[config.mk]
export PLATFORM = sky130hd
export DESIGN_NAME = alu_multdiv_flat
export DESIGN_NICKNAME = d
export VERILOG_FILES = /design/src/rtl/alu_multdiv_if.sv /design/src/rtl/alu_multdiv.sv /design/src/flat_wrapper.sv
export SDC_FILE = /design/constraint.sdc
export NUM_CORES = 1
export LEC_CHECK = 0
export ABC_AREA = 1
export BUFFER_PORTS_ARGS = -buffer_cell sky130_fd_sc_hd__buf_2
export CORE_UTILIZATION = 30
export CTS_CLUSTER_DIAMETER = 80
export DETAILED_ROUTE_END_ITERATION = 10
export GPL_ROUTABILITY_DRIVEN = 1
export HOLD_SLACK_MARGIN = 0.12
export PLACE_DENSITY_LB_ADDON = 0.08
export REMOVE_ABC_BUFFERS = 1
export SYNTH_ARGS = -nofsm -noshare
export SYNTH_HDL_FRONTEND = slang
export SYNTH_SLANG_ARGS = --single-unit
export TNS_END_PERCENT = 10
[constraint.sdc]
create_clock -name clock -period 19.79 [get_ports clock]
set_input_delay 1.979 -clock clock [delete_from_list [all_inputs] [get_ports clock]]
set_output_delay 1.979 -clock clock [all_outputs]
set_load 0.01 [all_outputs]
[src/rtl/alu_multdiv_if.sv]
// rtl/alu_multdiv_if.sv - execute-stage request/result bundle for alu_multdiv
interface alu_multdiv_if #(
  parameter int WIDTH   = 32,
  parameter int SHAMT_W = 5
);
  logic               ctrl_start;
  logic [WIDTH-1:0]   data_operandA;
  logic [WIDTH-1:0]   data_operandB;
  logic [4:0]         ctrl_ALUopcode;
  logic [SHAMT_W-1:0] ctrl_shiftamt;
  logic [WIDTH-1:0]   data_result;
  logic               isNotEqual;
  logic               isLessThan;
  logic               overflow;
  logic               data_exception;
  logic               data_resultRDY;
  logic               busy;

  modport master (
    output ctrl_start, data_operandA, data_operandB, ctrl_ALUopcode, ctrl_shiftamt,
    input  data_result, isNotEqual, isLessThan, overflow, data_exception,
           data_resultRDY, busy
  );

  modport slave (
    input  ctrl_start, data_operandA, data_operandB, ctrl_ALUopcode, ctrl_shiftamt,
    output data_result, isNotEqual, isLessThan, overflow, data_exception,
           data_resultRDY, busy
  );
endinterface

[src/rtl/alu_multdiv.sv]
// rtl/alu_multdiv.sv - registered ALU with iterative signed multiply/divide
module alu_multdiv #(
  parameter int WIDTH   = 32,
  parameter int SHAMT_W = 5
) (
  input logic         clock,
  input logic         reset,
  alu_multdiv_if.slave bus
);
  localparam int CNT_W = $clog2(WIDTH);
  localparam int MSB   = WIDTH - 1;
  localparam logic [4:0] OP_SUB = 5'd1;
  localparam logic [4:0] OP_AND = 5'd2;
  localparam logic [4:0] OP_OR  = 5'd3;
  localparam logic [4:0] OP_SLL = 5'd4;
  localparam logic [4:0] OP_SRA = 5'd5;
  localparam logic [4:0] OP_MUL = 5'd6;
  localparam logic [4:0] OP_DIV = 5'd7;
  localparam logic [WIDTH-1:0] INT_MIN = {1'b1, {(WIDTH-1){1'b0}}};

  typedef enum logic [1:0] {IDLE, PREP, ITER, FIX} state_t;

  state_t             state;
  logic               op_is_mul;
  logic               neg;
  logic [WIDTH-1:0]   a_q, b_q, mcand;
  logic [2*WIDTH-1:0] prod;
  logic [CNT_W-1:0]   cnt;

  logic [WIDTH-1:0]   op_a, op_b, sum, diff, sc_res;
  logic               sc_ov, shift_big, start_md;
  assign op_a      = bus.data_operandA;
  assign op_b      = bus.data_operandB;
  assign sum       = op_a + op_b;
  assign diff      = op_a - op_b;
  assign shift_big = 32'(bus.ctrl_shiftamt) >= WIDTH;
  assign start_md  = (bus.ctrl_ALUopcode == OP_MUL) || (bus.ctrl_ALUopcode == OP_DIV);

  always_comb begin
    sc_res = sum;
    sc_ov  = 1'b0;
    case (bus.ctrl_ALUopcode)
      OP_SUB: begin
        sc_res = diff;
        sc_ov  = (op_a[MSB] != op_b[MSB]) && (diff[MSB] != op_a[MSB]);
      end
      OP_AND: sc_res = op_a & op_b;
      OP_OR:  sc_res = op_a | op_b;
      OP_SLL: sc_res = shift_big ? '0 : op_a << bus.ctrl_shiftamt;
      OP_SRA: sc_res = shift_big ? {WIDTH{op_a[MSB]}} : WIDTH'($signed(op_a) >>> bus.ctrl_shiftamt);
      default: sc_ov = (op_a[MSB] == op_b[MSB]) && (sum[MSB] != op_a[MSB]);
    endcase
  end

  // Magnitudes of the latched operands; INT_MIN maps to 2^(WIDTH-1), which fits unsigned.
  logic [WIDTH-1:0] abs_a, abs_b;
  assign abs_a = a_q[MSB] ? -a_q : a_q;
  assign abs_b = b_q[MSB] ? -b_q : b_q;

  // Mul: prod = {acc, multiplier}; add multiplicand into acc on LSB, shift right.
  logic [WIDTH:0]     mul_acc;
  logic [2*WIDTH-1:0] mul_next;
  assign mul_acc  = {1'b0, prod[2*WIDTH-1:WIDTH]} + (prod[0] ? {1'b0, mcand} : '0);
  assign mul_next = {mul_acc, prod[WIDTH-1:1]};

  // Div: prod = {remainder, dividend/quotient}; restoring shift-subtract.
  logic [WIDTH:0]     rem_sh;
  logic               q_bit;
  logic [WIDTH-1:0]   rem_new;
  logic [2*WIDTH-1:0] div_next;
  assign rem_sh   = {prod[2*WIDTH-1:WIDTH], prod[WIDTH-1]};
  assign q_bit    = rem_sh >= {1'b0, mcand};
  assign rem_new  = q_bit ? WIDTH'(rem_sh - {1'b0, mcand}) : rem_sh[WIDTH-1:0];
  assign div_next = {rem_new, prod[WIDTH-2:0], q_bit};

  logic [2*WIDTH-1:0] sprod;
  logic [WIDTH-1:0]   squo;
  logic               mul_ov, div_ov;
  assign sprod  = neg ? -prod : prod;
  assign squo   = neg ? -prod[WIDTH-1:0] : prod[WIDTH-1:0];
  assign mul_ov = sprod[2*WIDTH-1:WIDTH] != {WIDTH{sprod[MSB]}};
  assign div_ov = (a_q == INT_MIN) && (b_q == '1);

  always_ff @(posedge clock or posedge reset) begin
    if (reset) begin
      state              <= IDLE;
      op_is_mul          <= 1'b0;
      neg                <= 1'b0;
      a_q                <= '0;
      b_q                <= '0;
      mcand              <= '0;
      prod               <= '0;
      cnt                <= '0;
      bus.data_result    <= '0;
      bus.isNotEqual     <= 1'b0;
      bus.isLessThan     <= 1'b0;
      bus.overflow       <= 1'b0;
      bus.data_exception <= 1'b0;
      bus.data_resultRDY <= 1'b0;
      bus.busy           <= 1'b0;
    end else begin
      bus.data_resultRDY <= 1'b0;
      case (state)
        IDLE: begin
          if (bus.ctrl_start && start_md) begin
            a_q       <= op_a;
            b_q       <= op_b;
            op_is_mul <= bus.ctrl_ALUopcode == OP_MUL;
            bus.busy  <= 1'b1;
            state     <= PREP;
          end else if (bus.ctrl_start) begin
            bus.data_result    <= sc_res;
            bus.overflow       <= sc_ov;
            bus.data_exception <= 1'b0;
            bus.isNotEqual     <= op_a != op_b;
            bus.isLessThan     <= $signed(op_a) < $signed(op_b);
            bus.data_resultRDY <= 1'b1;
          end
        end
        PREP: begin
          mcand <= op_is_mul ? abs_a : abs_b;
          prod  <= {{WIDTH{1'b0}}, (op_is_mul ? abs_b : abs_a)};
          neg   <= a_q[MSB] ^ b_q[MSB];
          cnt   <= '0;
          state <= ITER;
        end
        ITER: begin
          prod <= op_is_mul ? mul_next : div_next;
          cnt  <= cnt + 1'b1;
          if (cnt == CNT_W'(WIDTH - 1)) state <= FIX;
        end
        FIX: begin
          if (op_is_mul) begin
            bus.data_result    <= sprod[WIDTH-1:0];
            bus.overflow       <= mul_ov;
            bus.data_exception <= 1'b0;
          end else if (b_q == '0) begin
            bus.data_result    <= '0;
            bus.overflow       <= 1'b0;
            bus.data_exception <= 1'b1;
          end else begin
            bus.data_result    <= squo;
            bus.overflow       <= div_ov;
            bus.data_exception <= 1'b0;
          end
          bus.isNotEqual     <= a_q != b_q;
          bus.isLessThan     <= $signed(a_q) < $signed(b_q);
          bus.data_resultRDY <= 1'b1;
          bus.busy           <= 1'b0;
          state              <= IDLE;
        end
        default: state <= IDLE;
      endcase
    end
  end
endmodule

[src/flat_wrapper.sv]
// flat-port wrapper written by rule: the top's interface ports become plain ports
module alu_multdiv_flat 
#(
  parameter int WIDTH   = 32,
  parameter int SHAMT_W = 5
)
  (clock, reset, bus_ctrl_start, bus_data_operandA, bus_data_operandB, bus_ctrl_ALUopcode, bus_ctrl_shiftamt, bus_data_result, bus_isNotEqual, bus_isLessThan, bus_overflow, bus_data_exception, bus_data_resultRDY, bus_busy);
  alu_multdiv_if #(.WIDTH(WIDTH), .SHAMT_W(SHAMT_W)) bus_i ();
  input logic clock;
  input logic reset;
  input wire logic [$bits(bus_i.ctrl_start)-1:0] bus_ctrl_start;
  input wire logic [$bits(bus_i.data_operandA)-1:0] bus_data_operandA;
  input wire logic [$bits(bus_i.data_operandB)-1:0] bus_data_operandB;
  input wire logic [$bits(bus_i.ctrl_ALUopcode)-1:0] bus_ctrl_ALUopcode;
  input wire logic [$bits(bus_i.ctrl_shiftamt)-1:0] bus_ctrl_shiftamt;
  output wire logic [$bits(bus_i.data_result)-1:0] bus_data_result;
  output wire logic [$bits(bus_i.isNotEqual)-1:0] bus_isNotEqual;
  output wire logic [$bits(bus_i.isLessThan)-1:0] bus_isLessThan;
  output wire logic [$bits(bus_i.overflow)-1:0] bus_overflow;
  output wire logic [$bits(bus_i.data_exception)-1:0] bus_data_exception;
  output wire logic [$bits(bus_i.data_resultRDY)-1:0] bus_data_resultRDY;
  output wire logic [$bits(bus_i.busy)-1:0] bus_busy;
  assign bus_i.ctrl_start = bus_ctrl_start;
  assign bus_i.data_operandA = bus_data_operandA;
  assign bus_i.data_operandB = bus_data_operandB;
  assign bus_i.ctrl_ALUopcode = bus_ctrl_ALUopcode;
  assign bus_i.ctrl_shiftamt = bus_ctrl_shiftamt;
  assign bus_data_result = bus_i.data_result;
  assign bus_isNotEqual = bus_i.isNotEqual;
  assign bus_isLessThan = bus_i.isLessThan;
  assign bus_overflow = bus_i.overflow;
  assign bus_data_exception = bus_i.data_exception;
  assign bus_data_resultRDY = bus_i.data_resultRDY;
  assign bus_busy = bus_i.busy;
  alu_multdiv #(.WIDTH(WIDTH), .SHAMT_W(SHAMT_W)) u_core (.clock(clock), .reset(reset), .bus(bus_i));
endmodule
==> results of run 1 <==
[final cells by class]
type | instances | share of cell area
multi-input combinational | 3606 | 0.639
sequential | 207 | 0.175
inverter | 564 | 0.0716
tap | 1165 | 0.0491
timing repair buffer | 159 | 0.0306
clock buffer | 36 | 0.0278
clock inverter | 16 | 0.00658
antenna | 1 | 0.0000844
[Yosys cell counts, types with 5 or more instances]
| cell type | count | area [um^2] |
|---|---|---|
| sky130_fd_sc_hd__nand3_1 | 319 | 1600 |
| sky130_fd_sc_hd__clkbuf_1 | 145 | 544 |
| sky130_fd_sc_hd__o22ai_1 | 39 | 244 |
| sky130_fd_sc_hd__buf_1 | 15 | 56.3 |
| sky130_fd_sc_hd__o221ai_1 | 9 | 78.8 |
| sky130_fd_sc_hd__o21bai_1 | 29 | 218 |
| sky130_fd_sc_hd__nor4_1 | 16 | 100 |
| sky130_fd_sc_hd__or2_2 | 15 | 93.8 |
| sky130_fd_sc_hd__a21o_1 | 11 | 82.6 |
| sky130_fd_sc_hd__o31ai_1 | 5 | 37.5 |
| sky130_fd_sc_hd__o211ai_1 | 62 | 465 |
| sky130_fd_sc_hd__buf_2 | 31 | 155 |
| sky130_fd_sc_hd__o21a_1 | 15 | 113 |
| sky130_fd_sc_hd__dfrtp_1 | 207 | 5180 |
| sky130_fd_sc_hd__inv_2 | 7 | 26.3 |
| sky130_fd_sc_hd__a221oi_1 | 9 | 78.8 |
| sky130_fd_sc_hd__nand2_2 | 16 | 100 |
| sky130_fd_sc_hd__a211oi_1 | 13 | 97.6 |
| sky130_fd_sc_hd__ha_1 | 203 | 2540 |
| sky130_fd_sc_hd__a21boi_0 | 7 | 52.6 |
| sky130_fd_sc_hd__nor3_1 | 39 | 195 |
| sky130_fd_sc_hd__a31oi_1 | 41 | 257 |
| sky130_fd_sc_hd__mux2i_1 | 13 | 130 |
| sky130_fd_sc_hd__nand3b_1 | 6 | 45.0 |
| sky130_fd_sc_hd__a21oi_1 | 323 | 1620 |
| sky130_fd_sc_hd__xnor2_1 | 10 | 87.6 |
| sky130_fd_sc_hd__inv_1 | 553 | 2080 |
| sky130_fd_sc_hd__o2111ai_1 | 8 | 70.1 |
| sky130_fd_sc_hd__xor2_1 | 94 | 823 |
| sky130_fd_sc_hd__a22oi_1 | 14 | 105 |
| sky130_fd_sc_hd__nand2_1 | 1169 | 4390 |
| sky130_fd_sc_hd__nand4_1 | 77 | 482 |
| sky130_fd_sc_hd__o21ai_0 | 501 | 2510 |
| sky130_fd_sc_hd__nor2_1 | 488 | 1830 |
| sky130_fd_sc_hd__o21ai_1 | 14 | 70.1 |
[worst max-delay path: cells and delay by family]
kind	cells	cell delay [ns]
buffers and inverters	4	1.49
AND/OR/NAND/NOR	6	1.24
AO/OA/AOI/OAI	5	1.18
[power by group through the flow]
| stage | Sequential, mW | Combinational (mW) | Clock, mW |
|---|---|---|---|
| after CTS | 0.828 | 2.95 | 0.592 |
| final | 0.832 | 2.97 | 0.578 |
| after detailed placement | 0.834 | 2.94 | 0 |
| after global placement | 0.837 | 2.95 | 0 |
| after global routing | 0.850 | 3.29 | 0.601 |
| after floorplan | 0.778 | 1.88 | 0 |
[flip-flops by register name (all words and copies together) (netlist names)]
signal and count:
u_core.prod 64, u_core.a_q 32, u_core.b_q 32, u_core.bus.data_result 32, u_core.mcand 32, u_core.cnt 5, u_core.state 2, u_core.bus.busy 1
u_core.bus.data_exception 1, u_core.bus.data_resultRDY 1, u_core.bus.isLessThan 1, u_core.bus.isNotEqual 1, u_core.bus.overflow 1, u_core.neg 1, u_core.op_is_mul 1
[metal layers]
layer / routed length, um / global-route usage / vias up
li1: - / - / 15200
met1: 58800 / 0.377 / 14900
met2: 71100 / 0.552 / 1123
met3: 6580 / 0.0199 / 312
met4: 9270 / 0.177 / 4
met5: 50 / 0 / -
[worst paths after layout]
| check | start | end | slack (ns) |
|---|---|---|---|
| worst max-delay path | bus_ctrl_shiftamt[0] | u_core.bus.data_result[30] | 14.29 |
| worst min-delay path | u_core.bus.data_result[4] | u_core.bus.data_result[4] | 0.48 |
| min in group asynchronous | reset | u_core.mcand[4] | 1.48 |
| worst max register to register | u_core.b_q[31] | u_core.bus.isLessThan | 15.26 |
| max in group asynchronous | reset | u_core.op_is_mul | 16.71 |
| worst min register to register | u_core.bus.data_result[4] | u_core.bus.data_result[4] | 0.48 |
[cells by family after synthesis]
family / Yosys count / share of synthesized area
AND/OR/NAND/NOR: 2172 / 0.336
XOR/XNOR: 104 / 0.0337
adder cells (fa/ha/maj): 207 / 0.0968
buffers and inverters: 762 / 0.109
multiplexers: 13 / 0.00481
AO/OA/AOI/OAI: 1110 / 0.228
flip-flops: 207 / 0.191
==> Implementation_results.wiki, run 1 <==
{| class="wikitable"
! Metric !! Value
|-
| Number of antenna violations at the first check in global routing || 6
|-
| Number of H-tree branching levels || 1
|-
| Portion of the post-synthesis area used by sequential elements || 0.191
|-
| Horiz. Die Dim || between 300 and 400 um
|-
| Number of distinct library cells after synthesis || 58
|-
| Root buf cell || sky130_fd_sc_hd__clkbuf_16
|-
| Wire length of the first global-routing pass || 209000 um
|-
| Mean post-synth cell area || between 5 and 6 um^2
|-
| Worst min-delay path class || flip-flop to flip-flop
|-
| CTS clock-pin slew for the worst setup and hold paths || around 0.060 ns
|-
| Final worst path period need || 5.50 ns
|-
| Max-cap violations || 0
|-
| GP Congestion || 0.982
|-
| Number of nets in the final layout || 4852
|-
| Average routed wire per standard cell || roughly 25 um
|-
| Status || finished, final reports clean
|-
| Final hold slack || 0.484 ns
|-
| Number of filler instances in the final layout || between 10k and 15k
|-
| Worst r2r path cells || 13
|-
| CTS Hold Bufs || 0
|-
| Pin count of the biggest net entering global routing || 103
|-
| GR Util All Layers || 0.313
|-
| Post-route cell area || 29700 um^2
|-
| Number of buffers added for setup after CTS || 0
|-
| Post-layout instance count excluding filler cells || ~5.8k
|-
| Crit path setup slack, layout || between 10 and 15 ns
|-
| Static Leakage || 14.6 nW
|-
| Power density of the placed cells || 148 nW/um^2
|-
| Switching power summed over all nets || around 2.6 mW
|-
| Sw frac || 0.586
|-
| Remaining max-slew budget at the tightest pin || 0.184
|-
| Dpl cells || roughly 5.7k
|-
| Critical Path Slowest Stage Cell || sky130_fd_sc_hd__inv_1
|-
| HPWL after detailed placement || roughly 120000 um
|-
| Flops & latches, synth || just over 200
|-
| Cell count after synthesis || 4575
|-
| Setup tns final || 0 ns
|-
| Worst-skew pair later-pin latency || slightly below 0.6 ns
|-
| Maximum resistive drop on vdd || roughly 0.000072 V
|-
| Leading cell type in the layout, fill and taps excluded || sky130_fd_sc_hd__nand2_1
|-
| Die area || between 90000 and 100000 um^2
|-
| Routed vias || roughly 32k
|-
| Routed wire length || about 150000 um
|-
| Vias per cell || 5.48
|-
| Total of buffers placed on input and output ports || 114
|-
| Count of flip-flops with a built-in enable after synthesis || 0
|-
| Longest individual stage delay on the worst path || roughly 0.78 ns
|-
| Type of origin of the critical path || input port
|-
| Number of clock buffers inserted by TritonCTS || 30
|-
| Hold Vio Cnt, Final || 0
|-
| Clock tree from TritonCTS || yes
|-
| Clock share of power || 0.132
|-
| Worst Path Class, Setup || input port to flip-flop
|-
| Minimum setup slack after placement || 13.89 ns
|-
| Io pins || roughly 120
|-
| Die Span Y || a little over 300 um
|-
| Library cell appearing most often on the critical path || sky130_fd_sc_hd__nand2_1
|-
| Multi-input logic area || approximately 19000 um^2
|-
| Share of power burned in registers || 0.190
|-
| Internal cell power || around 1.8 mW
|-
| Sequential cell area || roughly 5200 um^2
|-
| Iteration count of the initial detailed-routing pass || 6
|-
| Leading cell types in the layout, fill and taps excluded || 1169 x sky130_fd_sc_hd__nand2_1, 551 x sky130_fd_sc_hd__inv_1, 501 x sky130_fd_sc_hd__o21ai_0
|-
| Maximum clock insertion buffer count || 3
|-
| Setup-failing EPs final || 0
|-
| Area Overhead vs Synth || 9.59%
|-
| Resize count post-CTS || 0
|-
| Clock skew || around 0.018 ns
|-
| Detail Route Antenna Nets || 0
|-
| Final cycle utilization of the critical path || 0.278
|-
| Via count of the first global-routing pass || between 30k and 40k
|-
| Max Transition Viols Final || 0
|-
| Cell count of the worst hold path || 2
|-
| Sum of overflow across all layers after global routing || 0
|-
| Share of the core filled with cells in the final layout || 0.334
|-
| Unrepaired setup endpoints after global routing || no
|-
| Most used DFF post-synth || sky130_fd_sc_hd__dfrtp_1
|-
| Core area || ~90000 um^2
|-
| Area after DPL || about 29000 um^2
|-
| Data arrival time of the critical path || 5.96 ns
|-
| Share of layout cells above drive strength 1 || 0.0619
|-
| Synthesis warning total || 0
|-
| Proportion of power drawn by combinational gates || 0.678
|-
| First DRT Iteration DRCs || roughly 2.7k
|-
| Cell breakdown of the critical path || buf_2 > buf_4 > inv_1 > a21oi_1 > inv_1 > o21ai_0 > nand2_1 > nand2_1 > o21ai_0 > nand2_1 > o211ai_1 > nor3_1 > nand3_1 > nand2_1 > a21oi_1
|-
| Post-route DRC || 0
|-
| Tightest Pin Transition || between 1 and 1.5 ns
|-
| Clock Sink Count || 207
|-
| Count of standard-cell rows || between 100 and 150
|-
| CP Max Fanout || between 60 and 70
|-
| Cell area after technology mapping || 27100 um^2
|-
| Async SR Flop Fraction || 1.00
|-
| Max Fclk || 0.182 GHz
|-
| Capturing element type of the critical path || flip-flop
|-
| Power Total || 4.38 mW
|-
| Starting utilization of the core area || 0.304
|-
| WP data required || 20.26 ns
|}
Note: power is estimated with default switching activity, not from simulation.
==> run 2: changes to the inputs <==
==> constraint.sdc (replaced) <==
create_clock -name clock -period 5.1 [get_ports clock]
set_input_delay 0.51 -clock clock [delete_from_list [all_inputs] [get_ports clock]]
set_output_delay 0.51 -clock clock [all_outputs]
set_load 0.01 [all_outputs]
==> run 2 against run 1 <==
Against the previous run: sequential power grew to 3.9 times the previous value; hold slack worse by 0.28 ns; first-iteration DRC count fell by 15%; final area is essentially flat; global-route usage fell by 0.91 points; worst setup slack got worse by 13 ns; critical path depth increased by 3.
==> Implementation_results.wiki, run 2 (synthesis gave the netlist of run 1 again) <==
{| class="wikitable"
! Metric !! Value
|-
| Library cell appearing most often on the critical path || sky130_fd_sc_hd__o21ai_0
|-
| HPWL after detailed placement || 116000 um (-0.71%)
|-
| Starting utilization of the core area || 0.304 (unchanged)
|-
| Largest Register || u_core.prod
|-
| Final hold slack || 0.206 ns (-0.278 ns)
|-
| Static Leakage || 14.6 nW (about the same)
|-
| CP Max Fanout || 33 (-49%)
|-
| Leading cell types in the layout, fill and taps excluded || 1169 x sky130_fd_sc_hd__nand2_1, 551 x sky130_fd_sc_hd__inv_1, 501 x sky130_fd_sc_hd__o21ai_0
|-
| Hold Vio Cnt, Final || 0 (unchanged)
|-
| Max Transition Viols Final || 0 (unchanged)
|-
| Power Total || 16.9 mW (+290%)
|-
| Sum of overflow across all layers after global routing || 0 (unchanged)
|-
| Capturing element type of the critical path || flip-flop
|-
| Final worst path period need || a little under 4 ns
|-
| Cell breakdown of the critical path || buf_4 > nand2_1 > inv_1 > ha_1 > inv_1 > fa_1 > inv_1 > nand3_1 > nand2_1 > a21oi_1 > o21ai_0 > a21oi_1 > o21ai_0 > o21ai_0 > a21oi_1 > nor2_1 > o211ai_1 > o21ai_0
|-
| First DRT Iteration DRCs || 2338 (-15%)
|-
| Number of buffers added for setup after CTS || 0 (unchanged)
|-
| Setup tns final || 0 ns (unchanged)
|-
| Max-cap violations || 0 (unchanged)
|-
| GP Congestion || 0.969 (-1.2%)
|-
| Status || finished, final reports clean
|-
| Number of nets in the final layout || 4855 (+0.062%)
|-
| Worst Path Class, Setup || flip-flop to flip-flop
|-
| Core area || 88900 um^2 (unchanged)
|-
| Data arrival time of the critical path || 4.32 ns (-1.64 ns)
|-
| Area Overhead vs Synth || 9.69% (about the same)
|-
| Clock Sink Count || 207 (unchanged)
|-
| Number of filler instances in the final layout || 10.1k (-1.1%)
|-
| WP data required || 5.54 ns (-14.72 ns)
|-
| Number of H-tree branching levels || 1 (unchanged)
|-
| Maximum resistive drop on vdd || 0.000343 V (+380%)
|-
| Clock tree from TritonCTS || yes
|-
| Io pins || 115 (unchanged)
|-
| Die Span Y || 302 um (unchanged)
|-
| Horiz. Die Dim || 302 um (unchanged)
|-
| Total of buffers placed on input and output ports || 114 (unchanged)
|-
| Vias per cell || 5.40 (-1.5%)
|-
| Share of layout cells above drive strength 1 || 0.0623 (+0.000382)
|-
| Unrepaired setup endpoints after global routing || no
|-
| Die area || 91400 um^2 (unchanged)
|-
| Longest individual stage delay on the worst path || 0.62 ns (-0.16 ns)
|-
| Maximum clock insertion buffer count || 3 (unchanged)
|-
| Worst min-delay path class || input port to flip-flop
|-
| Max Fclk || 0.258 GHz
|-
| Critical Path Slowest Stage Cell || sky130_fd_sc_hd__o21ai_0
|-
| Power density of the placed cells || 569 nW/um^2 (+280%)
|-
| Multi-input logic area || 19000 um^2 (unchanged)
|-
| Tightest Pin Transition || 1.45 ns (+0.229 ns)
|-
| Remaining max-slew budget at the tightest pin || 0.0233 (-0.161)
|-
| Iteration count of the initial detailed-routing pass || 6 (unchanged)
|-
| CTS clock-pin slew for the worst setup and hold paths || 0.07 ns (about the same)
|-
| Routed wire length || 142000 um (-2.7%)
|-
| Leading cell type in the layout, fill and taps excluded || sky130_fd_sc_hd__nand2_1
|-
| GR Util All Layers || 0.304 (-0.00915)
|-
| Max FFs per register || 64 (unchanged)
|-
| Number of clock buffers inserted by TritonCTS || 28 (-6.7%)
|-
| Setup-failing EPs final || 0 (unchanged)
|-
| Crit path setup slack, layout || 1.22 ns (-13.07 ns)
|-
| Clock skew || 0.0125 ns (-0.00563 ns)
|-
| Type of origin of the critical path || flip-flop
|-
| Root buf cell || sky130_fd_sc_hd__clkbuf_16
|-
| Minimum setup slack after placement || 1.24 ns (-12.65 ns)
|-
| Post-route DRC || 0 (unchanged)
|-
| Count of standard-cell rows || 109 (unchanged)
|-
| Worst-skew pair later-pin latency || 0.58 ns (about the same)
|-
| Average routed wire per standard cell || 24.6 um (-2.7%)
|-
| Routed vias || 31.1k (-1.4%)
|-
| Number of diodes || 0 (-1)
|-
| Via count of the first global-routing pass || 30.7k (-0.37%)
|-
| Number of antenna violations at the first check in global routing || 2 (-4)
|-
| Final cycle utilization of the critical path || 0.760
|-
| Pin count of the biggest net entering global routing || 85 (-17%)
|-
| Wire length of the first global-routing pass || 204000 um (-2.7%)
|-
| Detail Route Antenna Nets || 0 (unchanged)
|-
| Sequential cell area || 5180 um^2 (unchanged)
|}
run 2: per-layer routing:
metal | GRT usage | up-vias | routed length, um
met1 | 0.366 | 14700 | 58600
met5 | 0 | - | 0
li1 | - | 15200 | -
met4 | 0.190 | 0 | 9980
met2 | 0.531 | 933 | 68500
met3 | 0.0159 | 286 | 4830
run 2: critical path, delay by kind of cell (launching register included):
family | cells | cell delay (ns)
and+or+nand+nor | 4 | 0.36
buffers and inverters | 4 | 0.62
adders and majority gates | 2 | 0.56
DFF | 1 | 0.40
AOI/OAI and AO/OA | 8 | 1.78
run 2: power by group:
part | switching (mW) | internal (mW)
logic | 8.06 | 3.40
clock network | 0.872 | 1.29
registers | 0.970 | 2.30
total | 9.90 | 6.99
run 2: cell type report:
class                           instances  share of cell area
Inverter                              564              0.0716
Sequential cell                       207               0.175
Tap cell                             1165              0.0491
Multi-Input combinational cell       3606               0.639
Clock buffer                           39              0.0281
Timing Repair Buffer                  164              0.0328
Clock inverter                         12             0.00502
run 2: timing repair:
action / CTS / global route
setup endpoints to repair: 0 / 0
resized for setup: 0 / 0
endpoints found under the hold margin: 73 / 0
hold buffers: 1 / 0
run 2: stage by stage:
| stage | utilization | cells | area, um^2 |
|---|---|---|---|
| finish | 0.334 | 5757 | 29700 |
| global route | 0.334 | 5757 | 29700 |
| CTS | 0.334 | 5757 | 29700 |
| detailed placement | 0.323 | 5705 | 28700 |
| global placement | 0.323 | 5705 | 28700 |
| floorplan | - | 4377 | 26200 |
run 2: worst paths after layout:
check / from / end / slack [ns] / cells after the start
hold reg to reg: u_core.bus.overflow / u_core.bus.overflow / 0.48 / 2
min in group asynchronous: reset / u_core.mcand[4] / 0.54 / 3
setup reg to reg: u_core.prod[0] / u_core.prod[45] / 1.22 / 18
hold / removal: bus_data_operandB[7] / u_core.b_q[7] / 0.21 / 3
max in group asynchronous: reset / u_core.op_is_mul / 3.25 / 4
setup / recovery: u_core.prod[0] / u_core.prod[45] / 1.22 / 18
